`config.mk`:
```
export PLATFORM = sky130hd
export DESIGN_NAME = branch_predictor_bht
export DESIGN_NICKNAME = d
export VERILOG_FILES = /design/src/rtl/branch_predictor_bht.sv
export SDC_FILE = /design/constraint.sdc
export NUM_CORES = 1
export LEC_CHECK = 0
export BUFFER_PORTS_ARGS = -buffer_cell sky130_fd_sc_hd__buf_2
export CORE_UTILIZATION = 32
export DETAILED_ROUTE_END_ITERATION = 16
export PLACE_DENSITY = 0.56
export SLEW_MARGIN = 20
export SYNTH_ARGS = -nofsm -noshare
export SYNTH_HDL_FRONTEND = slang
export SYNTH_SLANG_ARGS = --single-unit
export TNS_END_PERCENT = 1
```
`constraint.sdc`:
```
create_clock -name clk -period 5.3 [get_ports clk]
set_input_delay 0.265 -clock clk [delete_from_list [all_inputs] [get_ports clk]]
set_output_delay 0.265 -clock clk [all_outputs]
set_load 0.02 [all_outputs]
```
`src/rtl/branch_predictor_bht.sv`:
```
// rtl/branch_predictor_bht.sv - 2-bit saturating-counter branch history table with IF/ID prediction latch
module branch_predictor_bht #(
    parameter int         IDX_W      = 5,
    parameter logic [1:0] INIT_STATE = 2'b01,
    parameter int         CNT_W      = 16
) (
    input  logic             clk,
    input  logic             rst,
    input  logic             stall,
    input  logic [31:0]      IF_pc,
    input  logic             IF_branch,
    input  logic [31:0]      IF_target,
    output logic             pred_taken,
    output logic [31:0]      pred_pc,
    input  logic             ID_branch,
    input  logic             ID_taken,
    input  logic [31:0]      ID_target,
    output logic             mispredict,
    output logic [31:0]      redirect_pc,
    output logic             flush_IF_ID,
    output logic [CNT_W-1:0] br_count,
    output logic [CNT_W-1:0] miss_count
);

    localparam int               ENTRIES = 1 << IDX_W;
    localparam logic [CNT_W-1:0] CNT_ONE = {{(CNT_W-1){1'b0}}, 1'b1};

    logic [1:0]       bht_q [ENTRIES];
    logic             valid_q, valid_d;
    logic             pred_q, pred_d;
    logic [IDX_W-1:0] idx_q, idx_d;
    logic [31:0]      pc4_q, pc4_d;
    logic [CNT_W-1:0] br_cnt_q, br_cnt_d;
    logic [CNT_W-1:0] miss_cnt_q, miss_cnt_d;

    logic [IDX_W-1:0] if_idx;
    logic             res;
    logic [1:0]       ctr_cur, ctr_d;

    // Prediction reads the pre-update table: no bypass from a same-cycle training write.
    always_comb begin
        if_idx     = IF_pc[IDX_W+1:2];
        pred_taken = IF_branch && bht_q[if_idx][1];
        pred_pc    = pred_taken ? IF_target : IF_pc + 32'd4;
    end

    // Reset kills the in-flight prediction, so nothing resolves in the reset cycle.
    always_comb begin
        res         = ID_branch && valid_q && !stall && !rst;
        mispredict  = res && (ID_taken != pred_q);
        flush_IF_ID = mispredict;
        redirect_pc = '0;
        if (mispredict) begin
            redirect_pc = ID_taken ? ID_target : pc4_q;
        end
    end

    always_comb begin
        ctr_cur = bht_q[idx_q];
        ctr_d   = ctr_cur;
        if (ID_taken && ctr_cur != 2'b11) begin
            ctr_d = ctr_cur + 2'd1;
        end else if (!ID_taken && ctr_cur != 2'b00) begin
            ctr_d = ctr_cur - 2'd1;
        end
    end

    always_comb begin
        valid_d = valid_q;
        pred_d  = pred_q;
        idx_d   = idx_q;
        pc4_d   = pc4_q;
        if (!stall) begin
            if (mispredict) begin
                valid_d = 1'b0;
            end else begin
                valid_d = IF_branch;
                pred_d  = pred_taken;
                idx_d   = if_idx;
                pc4_d   = IF_pc + 32'd4;
            end
        end
    end

    always_comb begin
        br_cnt_d   = br_cnt_q;
        miss_cnt_d = miss_cnt_q;
        if (res && br_cnt_q != '1) begin
            br_cnt_d = br_cnt_q + CNT_ONE;
        end
        if (mispredict && miss_cnt_q != '1) begin
            miss_cnt_d = miss_cnt_q + CNT_ONE;
        end
    end

    always_ff @(posedge clk) begin
        if (rst) begin
            for (int i = 0; i < ENTRIES; i++) begin
                bht_q[i] <= INIT_STATE;
            end
        end else if (res) begin
            bht_q[idx_q] <= ctr_d;
        end
    end

    always_ff @(posedge clk) begin
        if (rst) begin
            valid_q    <= 1'b0;
            pred_q     <= 1'b0;
            idx_q      <= '0;
            pc4_q      <= '0;
            br_cnt_q   <= '0;
            miss_cnt_q <= '0;
        end else begin
            valid_q    <= valid_d;
            pred_q     <= pred_d;
            idx_q      <= idx_d;
            pc4_q      <= pc4_d;
            br_cnt_q   <= br_cnt_d;
            miss_cnt_q <= miss_cnt_d;
        end
    end

    assign br_count   = br_cnt_q;
    assign miss_count = miss_cnt_q;

endmodule

```
==> flow_metrics.py, run 1 <==
metrics = {
    "outcome": {
        "status": "complete, no violations",
    },
    "power_and_ir_drop": {
        "p_leak_nw": 3.91,
        "p_per_area_nw_per_um2": 287,
        "vdd_drop_max_uv": 240,
    },
    "worst_setup_path": {
        "critical_path.endpoint_type": "flop",
        "worstSetupPathType": "reg2reg",
        "critPathLaunchType": "flop",
        "cp_data_required_time_ps": 5410,
        "worst-r2r-cell-count": 8,
        "cp.arrival_ps": 4030,
        "cp_max_fo": 19,
    },
    "grt": {
        "grt_pass1_vias": 6501,
        "grt_max_degree": 77,
        "grt_pass1_wl_um": 37100,
        "gr-total-overflow": 0,
        "antenna_found_initial": 1,
        "track_usage": 0.191,
    },
    "logic_synthesis": {
        "synth_compound_area_frac": 0.0669,
        "ys_seq_elements": 140,
        "synthArstFlopShare": 0,
        "synth_fa_ha_area_frac": 0.00789,
        "ys.flop_type": "dfxtp_1",
        "synthSimpleGateAreaFrac": 0.225,
        "synthTopCellsByArea": "edfxtp_1 (24%), dfxtp_1 (19%), mux2i_1 (6.8%)",
        "synth_cell_types": 43,
        "yosysWarnings": 0,
        "synth.top_cell.area_share": 0.242,
        "synth_xor_area_frac": 0.0628,
        "syn-instance-count": 843,
        "synthMuxAreaShare": 0.168,
        "seq_area_frac_synth": 0.434,
        "synth-edff-count": 64,
        "synth_fp_nets": 950,
        "syn-cell-area_um2": 7930,
        "synth_top_family_by_area": "simple AND/OR/NAND/NOR gates",
        "postSynthAreaPerCell_um2": 9.40,
        "yosysTopAreaCell": "edfxtp_1",
    },
    "clock_tree": {
        "post-cts-setup-buffers": 0,
        "cts_buffers": 17,
        "cts_max_level": 4,
        "cts_tree": "built",
        "cts_resized": 0,
        "cts_hold_buf": 0,
        "clkLatencyLatePin_ps": 430,
        "clock-sinks": 140,
        "clockBufferDepth": 2,
        "cts_root_buf": "clkbuf_16",
        "path_clk_slew_ps": 60,
    },
    "route": {
        "vias": 6818,
        "drc": 0,
        "ant_nets": 0,
        "drt_iter0_markers": 406,
        "avgRoutedWirePerCell_um": 17.9,
        "vias_per_cell": 5.03,
        "routed_wl_um": 24300,
        "firstDrtPassIters": 5,
    },
    "timing": {
        "timing.slew.headroom": 0.302,
        "fin_skew_ps": 10.8,
        "rsz0062_at_grt": "false",
        "period_minus_slack_ps": 3920,
        "hold_viol": 0,
        "fin_crit_sh": 0.739,
        "slew_viol_final": 0,
        "max_freq_ghz": 0.255,
        "setup_slack_ps": 1380,
        "worst_pin_slew_ps": 1050,
        "setup_viol": 0,
        "fin_setup_tns_ps": 0,
    },
    "die": {
        "rows": 57,
        "die_h_um": 159,
        "ios": 201,
        "fp.coreArea_um2": 24300,
        "dieArea_um2": 25400,
        "chipWidth_um": 159,
        "initial_core_util": 0.326,
    },
    "place": {
        "place_congestion": 0.858,
        "preCtsSetupSlack_ps": 1380,
        "dp.final_hpwl_um": 17800,
        "io_buffers": 200,
    },
    "final_layout": {
        "layout_commonest_cell": "buf_2",
        "area_growth_pct": 24.7,
        "drive_gt1_frac": 0.296,
        "layout_common_cells": "buf_2 (199), nor2_1 (118), nand2_1 (102)",
        "nets": 1125,
        "fin_util": 0.407,
    },
    "job": {
        "drv_cap": 0,
    },
    "min_path": {
        "min_path_cells": 3,
        "min_path_type": "in2reg",
    },
}
==> stage by stage <==
step           std cells  power [mW]  hold WS [ps]  cell area [um2]
2_1_floorplan        843        1.45           401             7930
3_3_place_gp        1323        1.60           441             9260
3_5_place_dp        1323        1.60           446             9260
4_1_cts             1355        2.87          83.0             9890
5_1_grt             1356        2.94          87.8             9890
6_report            1356        2.84           114             9890
==> per-layer routing <==
metal	vias up	GRT usage	part of all wire
met1	3220	0.225	0.42
li1	3333	-	-
met3	31	0.0443	0.052
met5	-	0	0
met4	0	0.0721	0.023
met2	234	0.336	0.50
==> final timing paths <==
check                              from                    endpoint  slack, ps
hold reg to reg   pc4_q[5]$_SDFFE_PP0P_       pc4_q[5]$_SDFFE_PP0P_        460
setup / recovery                   flop  bht_q[24][1]$_SDFFCE_PN0P_       1380
hold / removal                 IF_pc[0]       pc4_q[0]$_SDFFE_PP0P_        110
setup reg to reg                   flop  bht_q[24][1]$_SDFFCE_PN0P_       1380
==> cell usage after synthesis (all sizes together) (5+ instances only) <==
| cell | count |
|---|---|
| clkbuf | 46 |
| a21oi | 55 |
| mux4 | 19 |
| nand4 | 15 |
| nand2 | 102 |
| and3 | 12 |
| o21a | 10 |
| a211oi | 7 |
| xnor2 | 24 |
| ha | 5 |
| and4 | 8 |
| nand3 | 55 |
| dfxtp | 76 |
| edfxtp | 64 |
| buf | 14 |
| mux2 | 30 |
| xor2 | 32 |
| inv | 9 |
| nand2b | 35 |
| a22oi | 5 |
| nor3 | 15 |
| mux2i | 55 |
| nor3b | 5 |
| nor2 | 118 |
==> sequential cells by signal, summed over array words and instances (netlist names), named ones only <==
name,flops
br_count,16
valid_q,1
pred_q,1
miss_count,16
pc4_q,32
idx_q,5
bht_q,64
==> layout make-up <==
class / instances / area [um2]
timing repair buffer: 216 / 1120
fill: 2411 / 14400
multi-input combinational: 634 / 4260
clock buffer: 18 / 429
tap: 324 / 405
sequential: 140 / 3440
inverter: 9 / 33.8
clock inverter: 14 / 194
antenna: 1 / 2.50
==> logic make-up after synthesis <==
group / Yosys count
and+or+nand+nor: 380
DFF: 140
muxes: 104
AOI/OAI and AO/OA: 89
buffers and inverters: 69
xor gates and xnor gates: 56
adders and majority gates: 5
==> power breakdown <==
group          switching [mW]  total [mW]  internal, mW
clock network           0.478        1.27         0.788
logic                   0.235       0.389         0.154
registers              0.0300        1.19          1.16
total                   0.743        2.84          2.10
==> critical path, stage by stage (launching register included) <==
cell and delay [ps]:
dfxtp_1 700, mux4_2 590, mux4_2 510, mux2i_4 230, ha_1 290, nor3_1 90, a31oi_2 640, buf_4 380
a21boi_0 140
(Power assumes the default switching activity.)
==> run 2: changes to the inputs <==
--- a/config.mk
+++ b/config.mk
@@ -8,7 +8,7 @@
 export BUFFER_PORTS_ARGS = -buffer_cell sky130_fd_sc_hd__buf_2
 export CORE_UTILIZATION = 32
 export DETAILED_ROUTE_END_ITERATION = 16
-export PLACE_DENSITY = 0.56
+export PLACE_DENSITY = 0.58
 export SLEW_MARGIN = 20
 export SYNTH_ARGS = -nofsm -noshare
 export SYNTH_HDL_FRONTEND = slang
==> constraint.sdc (replaced) <==
create_clock -name clk -period 3.5 [get_ports clk]
set_input_delay 0.175 -clock clk [delete_from_list [all_inputs] [get_ports clk]]
set_output_delay 0.175 -clock clk [all_outputs]
set_load 0.02 [all_outputs]
==> flow_metrics.py, run 2 (same netlist as run 1, synthesis figures left out) <==
metrics = {
    "clock_tree": {
        "clkLatencyLatePin_ps": 420,
        "cts_resized": 0,
        "clock-sinks": 140,
        "cts_hold_buf": 0,
        "post-cts-setup-buffers": 0,
        "cts_max_level": 4,
        "cts_tree": "built",
        "path_clk_slew_ps": 60,
        "cts_root_buf": "clkbuf_16",
        "cts_buffers": 17,
        "clockBufferDepth": 2,
    },
    "die": {
        "initial_core_util": 0.326,
        "rows": 57,
        "die_h_um": 159,
        "dieArea_um2": 25400,
        "ios": 201,
        "chipWidth_um": 159,
        "fp.coreArea_um2": 24300,
    },
    "place": {
        "dp.final_hpwl_um": 17300,
        "io_buffers": 200,
        "place_congestion": 0.888,
    },
    "power_and_ir_drop": {
        "power_mw": 4.31,
        "vdd_drop_max_uv": 341,
        "p_leak_nw": 3.94,
        "p_per_area_nw_per_um2": 433,
    },
    "route": {
        "vias_per_cell": 4.98,
        "routed_wl_um": 23400,
        "firstDrtPassIters": 5,
        "topRoutingLayerUsed": "met4",
        "drc": 0,
        "wl_met3_um": 1260,
        "vias": 6782,
        "drt_iter0_markers": 475,
        "avgRoutedWirePerCell_um": 17.2,
        "wl_met2_um": 11500,
        "drt-met1-wl_um": 10200,
        "ant_nets": 0,
    },
    "worst_setup_path": {
        "timing.rr.end": "bht_q[6][0]$_SDFFCE_PN1P_",
        "crit_top_cell": "mux4_2",
        "critical-path-top-delay-family": "multiplexers",
        "critPathBufInv": 3,
        "crit_chain": "buf_4 -> mux4_2 -> mux4_2 -> mux2i_4 -> inv_1 -> ha_1 -> mux2i_1 -> xor2_2 -> buf_12 -> nand3_1",
        "cp.arrival_ps": 3290,
        "worst-r2r-cell-count": 10,
        "critPathLaunchType": "flop",
        "cp_data_required_time_ps": 3620,
        "ff2ff_setup_slack_ps": 330,
        "cp_max_fo": 32,
        "worstSetupPathType": "reg2reg",
        "max_stage_delay_ps": 520,
        "critical_path.endpoint_type": "flop",
        "cp_slowest_cell": "mux4_2",
    },
    "grt": {
        "grt_pass1_wl_um": 36600,
        "grt_max_degree": 104,
        "grt_pass1_vias": 6584,
        "antenna_found_initial": 4,
        "gr-total-overflow": 0,
        "track_usage": 0.185,
    },
    "final_layout": {
        "layout_common_cells": "buf_2 (199), nor2_1 (118), nand2_1 (102)",
        "layout_commonest_cell": "buf_2",
        "top_register": "bht_q",
        "reg_top3": "bht_q x64, pc4_q x32",
        "nets": 1128,
        "drive_gt1_frac": 0.297,
        "largest_reg_flops": 64,
        "area_growth_pct": 25.4,
        "fillCellCount": 2446,
    },
    "timing": {
        "worst_pin_slew_ps": 1070,
        "max_freq_ghz": 0.315,
        "period_minus_slack_ps": 3170,
        "setup_viol": 0,
        "fin_skew_ps": 7.93,
        "hold_viol": 0,
        "fin_setup_tns_ps": 0,
        "slew_viol_final": 0,
        "timing.slew.headroom": 0.290,
        "fin_crit_sh": 0.906,
        "rsz0062_at_grt": "false",
    },
    "outcome": {
        "status": "complete, no violations",
    },
    "min_path": {
        "min_path_cells": 3,
        "hold_path_end": "pc4_q[0]$_SDFFE_PP0P_",
        "min_path_type": "in2reg",
        "worstHoldStart": "IF_pc[0]",
    },
    "job": {
        "drv_cap": 0,
    },
}
run 2: per-layer routing:
layer | up-vias | global-route usage
li1 | 3327 | -
met1 | 3223 | 0.231
met2 | 208 | 0.311
met3 | 24 | 0.0456
met4 | 0 | 0.0669
met5 | - | 0
run 2: worst max-delay path by stage:
stage          startpoint                    endpoint  slack, ps  cells past startpoint
3_3_place_gp         flop  bht_q[11][0]$_SDFFCE_PN1P_        410                     10
5_1_grt              flop   bht_q[6][0]$_SDFFCE_PN1P_        200                     10
6_report             flop   bht_q[6][0]$_SDFFCE_PN1P_        330                     10
4_1_cts              flop   bht_q[6][0]$_SDFFCE_PN1P_        300                     10
2_1_floorplan        flop  bht_q[16][0]$_SDFFCE_PN1P_        400                     10
3_5_place_dp         flop  bht_q[27][0]$_SDFFCE_PN1P_        350                     10
run 2: power by group:
group | internal [mW] | switching [mW]
logic | 0.243 | 0.354
clock network | 1.20 | 0.717
registers | 1.75 | 0.0402
run 2: layout make-up:
| type | instances | area, um2 | area share |
|---|---|---|---|
| tap | 324 | 405 | 0.0408 |
| sequential | 140 | 3440 | 0.346 |
| clock buffer | 19 | 433 | 0.0435 |
| inverter | 9 | 33.8 | 0.00340 |
| clock inverter | 13 | 190 | 0.0191 |
| antenna | 3 | 7.51 | 0.000755 |
| timing repair buffer | 219 | 1180 | 0.119 |
| multi-input combinational | 634 | 4250 | 0.427 |
run 2: stage by stage:
step / worst slack [ps] / hold WS, ps / cells / utilization / area (um2)
5_1_grt: 197 / 13.3 / 1361 / 0.409 / 9940
3_5_place_dp: 351 / 444 / 1326 / 0.383 / 9310
3_3_place_gp: 415 / 441 / 1326 / 0.383 / 9310
6_report: 328 / 18.3 / 1361 / 0.409 / 9940
2_1_floorplan: 397 / 311 / 843 / - / 7930
4_1_cts: 295 / 2.97 / 1358 / 0.408 / 9930
run 2: tightest hold or removal path, stage by stage:
cell	delay, ps
buf_2	110
nand2_1	50
a21oi_1	50
==> run 3: changes to the inputs <==
--- a/config.mk
+++ b/config.mk
@@ -5,7 +5,7 @@
 export SDC_FILE = /design/constraint.sdc
 export NUM_CORES = 1
 export LEC_CHECK = 0
-export BUFFER_PORTS_ARGS = -buffer_cell sky130_fd_sc_hd__buf_2
+export BUFFER_PORTS_ARGS = -buffer_cell sky130_fd_sc_hd__clkbuf_2
 export CORE_UTILIZATION = 32
 export DETAILED_ROUTE_END_ITERATION = 16
 export PLACE_DENSITY = 0.58
==> flow_metrics.py, run 3 (same netlist as run 1, synthesis figures left out) <==
metrics = {
    "outcome": {
        "status": "complete, no violations",
    },
    "die": {
        "fp.coreArea_um2": 24300,
        "die_h_um": 159,
        "initial_core_util": 0.326,
        "ios": 201,
        "dieArea_um2": 25400,
        "chipWidth_um": 159,
        "rows": 57,
    },
    "final_layout": {
        "top_register": "bht_q",
        "drive_gt1_frac": 0.298,
        "fin_util": 0.409,
        "area_growth_pct": 25.4,
        "layout_common_cells": "clkbuf_2 (200), nor2_1 (118), nand2_1 (102)",
        "layout_commonest_cell": "clkbuf_2",
        "largest_reg_flops": 64,
        "reg_top3": "bht_q x64, pc4_q x32",
        "nets": 1129,
    },
    "timing": {
        "max_freq_ghz": 0.314,
        "hold_viol": 0,
        "slew_viol_final": 0,
        "rsz0062_at_grt": "false",
        "fin_setup_tns_ps": 0,
        "setup_viol": 0,
        "fin_skew_ps": 10.2,
        "fin_crit_sh": 0.909,
        "worst_pin_slew_ps": 1090,
        "period_minus_slack_ps": 3180,
        "timing.slew.headroom": 0.275,
    },
    "clock_tree": {
        "cts_max_level": 4,
        "cts_root_buf": "clkbuf_16",
        "clkLatencyLatePin_ps": 420,
        "cts_buffers": 17,
        "path_clk_slew_ps": 60,
        "clock-sinks": 140,
        "cts_resized": 0,
        "post-cts-setup-buffers": 0,
        "cts_tree": "built",
        "clockBufferDepth": 2,
    },
    "worst_setup_path": {
        "crit_chain": "buf_4 -> mux4_2 -> mux4_2 -> mux2i_4 -> inv_1 -> ha_1 -> mux2i_1 -> xor2_2 -> buf_12 -> nand3_1",
        "cp_max_fo": 32,
        "worstSetupPathType": "reg2reg",
        "crit_top_cell": "mux4_2",
        "cp_data_required_time_ps": 3630,
        "cp_slowest_cell": "mux4_2",
        "cp.arrival_ps": 3310,
        "max_stage_delay_ps": 540,
        "critical_path.endpoint_type": "flop",
        "critPathBufInv": 3,
        "critical-path-top-delay-family": "multiplexers",
        "critPathLaunchType": "flop",
    },
    "route": {
        "drt_iter0_markers": 516,
        "vias": 6864,
        "vias_per_cell": 5.04,
        "drc": 0,
        "avgRoutedWirePerCell_um": 17.5,
        "routed_wl_um": 23900,
        "ant_nets": 0,
        "firstDrtPassIters": 6,
    },
    "min_path": {
        "min_path_type": "in2reg",
    },
    "place": {
        "io_buffers": 200,
        "place_congestion": 0.858,
        "dp.final_hpwl_um": 17300,
    },
    "power_and_ir_drop": {
        "p_clk_frac": 0.439,
        "p_per_area_nw_per_um2": 430,
        "p_comb_frac": 0.143,
        "p_int_mw": 3.14,
        "p_sw_mw": 1.13,
        "swShare": 0.265,
        "vdd_drop_max_uv": 333,
        "p_leak_nw": 3.92,
        "pwr-share-seq": 0.418,
    },
    "grt": {
        "gr-total-overflow": 0,
        "grt_pass1_vias": 6779,
        "track_usage": 0.189,
        "grt_max_degree": 104,
        "grt_pass1_wl_um": 37400,
        "antenna_found_initial": 3,
    },
    "job": {
        "drv_cap": 0,
    },
}
-- run 3: worst register-to-register path: cells and delay by family (launching register included) --
kind          cells  cell delay [ps]
xor+xnor          1              210
fa+ha+maj         1              230
buf+inv           3              520
flops             1              300
mux               4             1510
simple gates      1              120
-- run 3: per-stage QoR --
| stage | std cells | hold slack, ps | total power, mW | setup WS (ps) | instance area (um2) |
|---|---|---|---|---|---|
| 2_1_floorplan | 843 | 311 | 2.20 | 397 | 7930 |
| 3_3_place_gp | 1325 | 430 | 2.43 | 422 | 9300 |
| 3_5_place_dp | 1325 | 444 | 2.43 | 327 | 9300 |
| 4_1_cts | 1359 | 61.8 | 4.32 | 318 | 9940 |
| 5_1_grt | 1361 | 94.4 | 4.43 | 162 | 9940 |
| 6_report | 1361 | 87.9 | 4.28 | 318 | 9940 |
-- run 3: final timing paths --
kind	cells after the start	start	slack, ps	endpoint
min reg2reg	2	pc4_q[1]$_SDFFE_PP0P_	450	pc4_q[1]$_SDFFE_PP0P_
max reg2reg	10	flop	320	bht_q[10][0]$_SDFFCE_PN1P_
min	3	IF_branch	90	valid_q$_SDFFE_PP0N_
max	10	flop	320	bht_q[10][0]$_SDFFCE_PN1P_
-- run 3: area by class of cell --
cell class | count | area, um2
diodes | 2 | 5.00
clock buffers | 21 | 484
clock inverters | 11 | 129
fillers | 2415 | 14400
inverters | 9 | 33.8
multi-input cells | 634 | 4250
flip-flops and latches | 140 | 3440
well taps | 324 | 405
repair buffers | 220 | 1200
-- run 3: layer usage --
layer,GRT usage,up-vias,share of wire
met2,0.322,235,0.50
met4,0.0782,2,0.024
met1,0.229,3248,0.42
li1,-,3345,-
met3,0.0451,34,0.058
met5,0,-,0.00054
-- run 3: power by group through the flow --
stage | clock network, mW | registers (mW) | logic [mW]
after detailed placement | 0 | 1.83 | 0.609
after floorplan | 0 | 1.81 | 0.390
after global routing | 1.98 | 1.80 | 0.660
final | 1.88 | 1.79 | 0.610
after global placement | 0 | 1.82 | 0.604
after CTS | 1.91 | 1.79 | 0.613
-- run 3: repair_timing --
action                     CTS  global route
hold buffers                 2             0
setup endpoints to repair    0             0
hold endpoints to repair     2             0
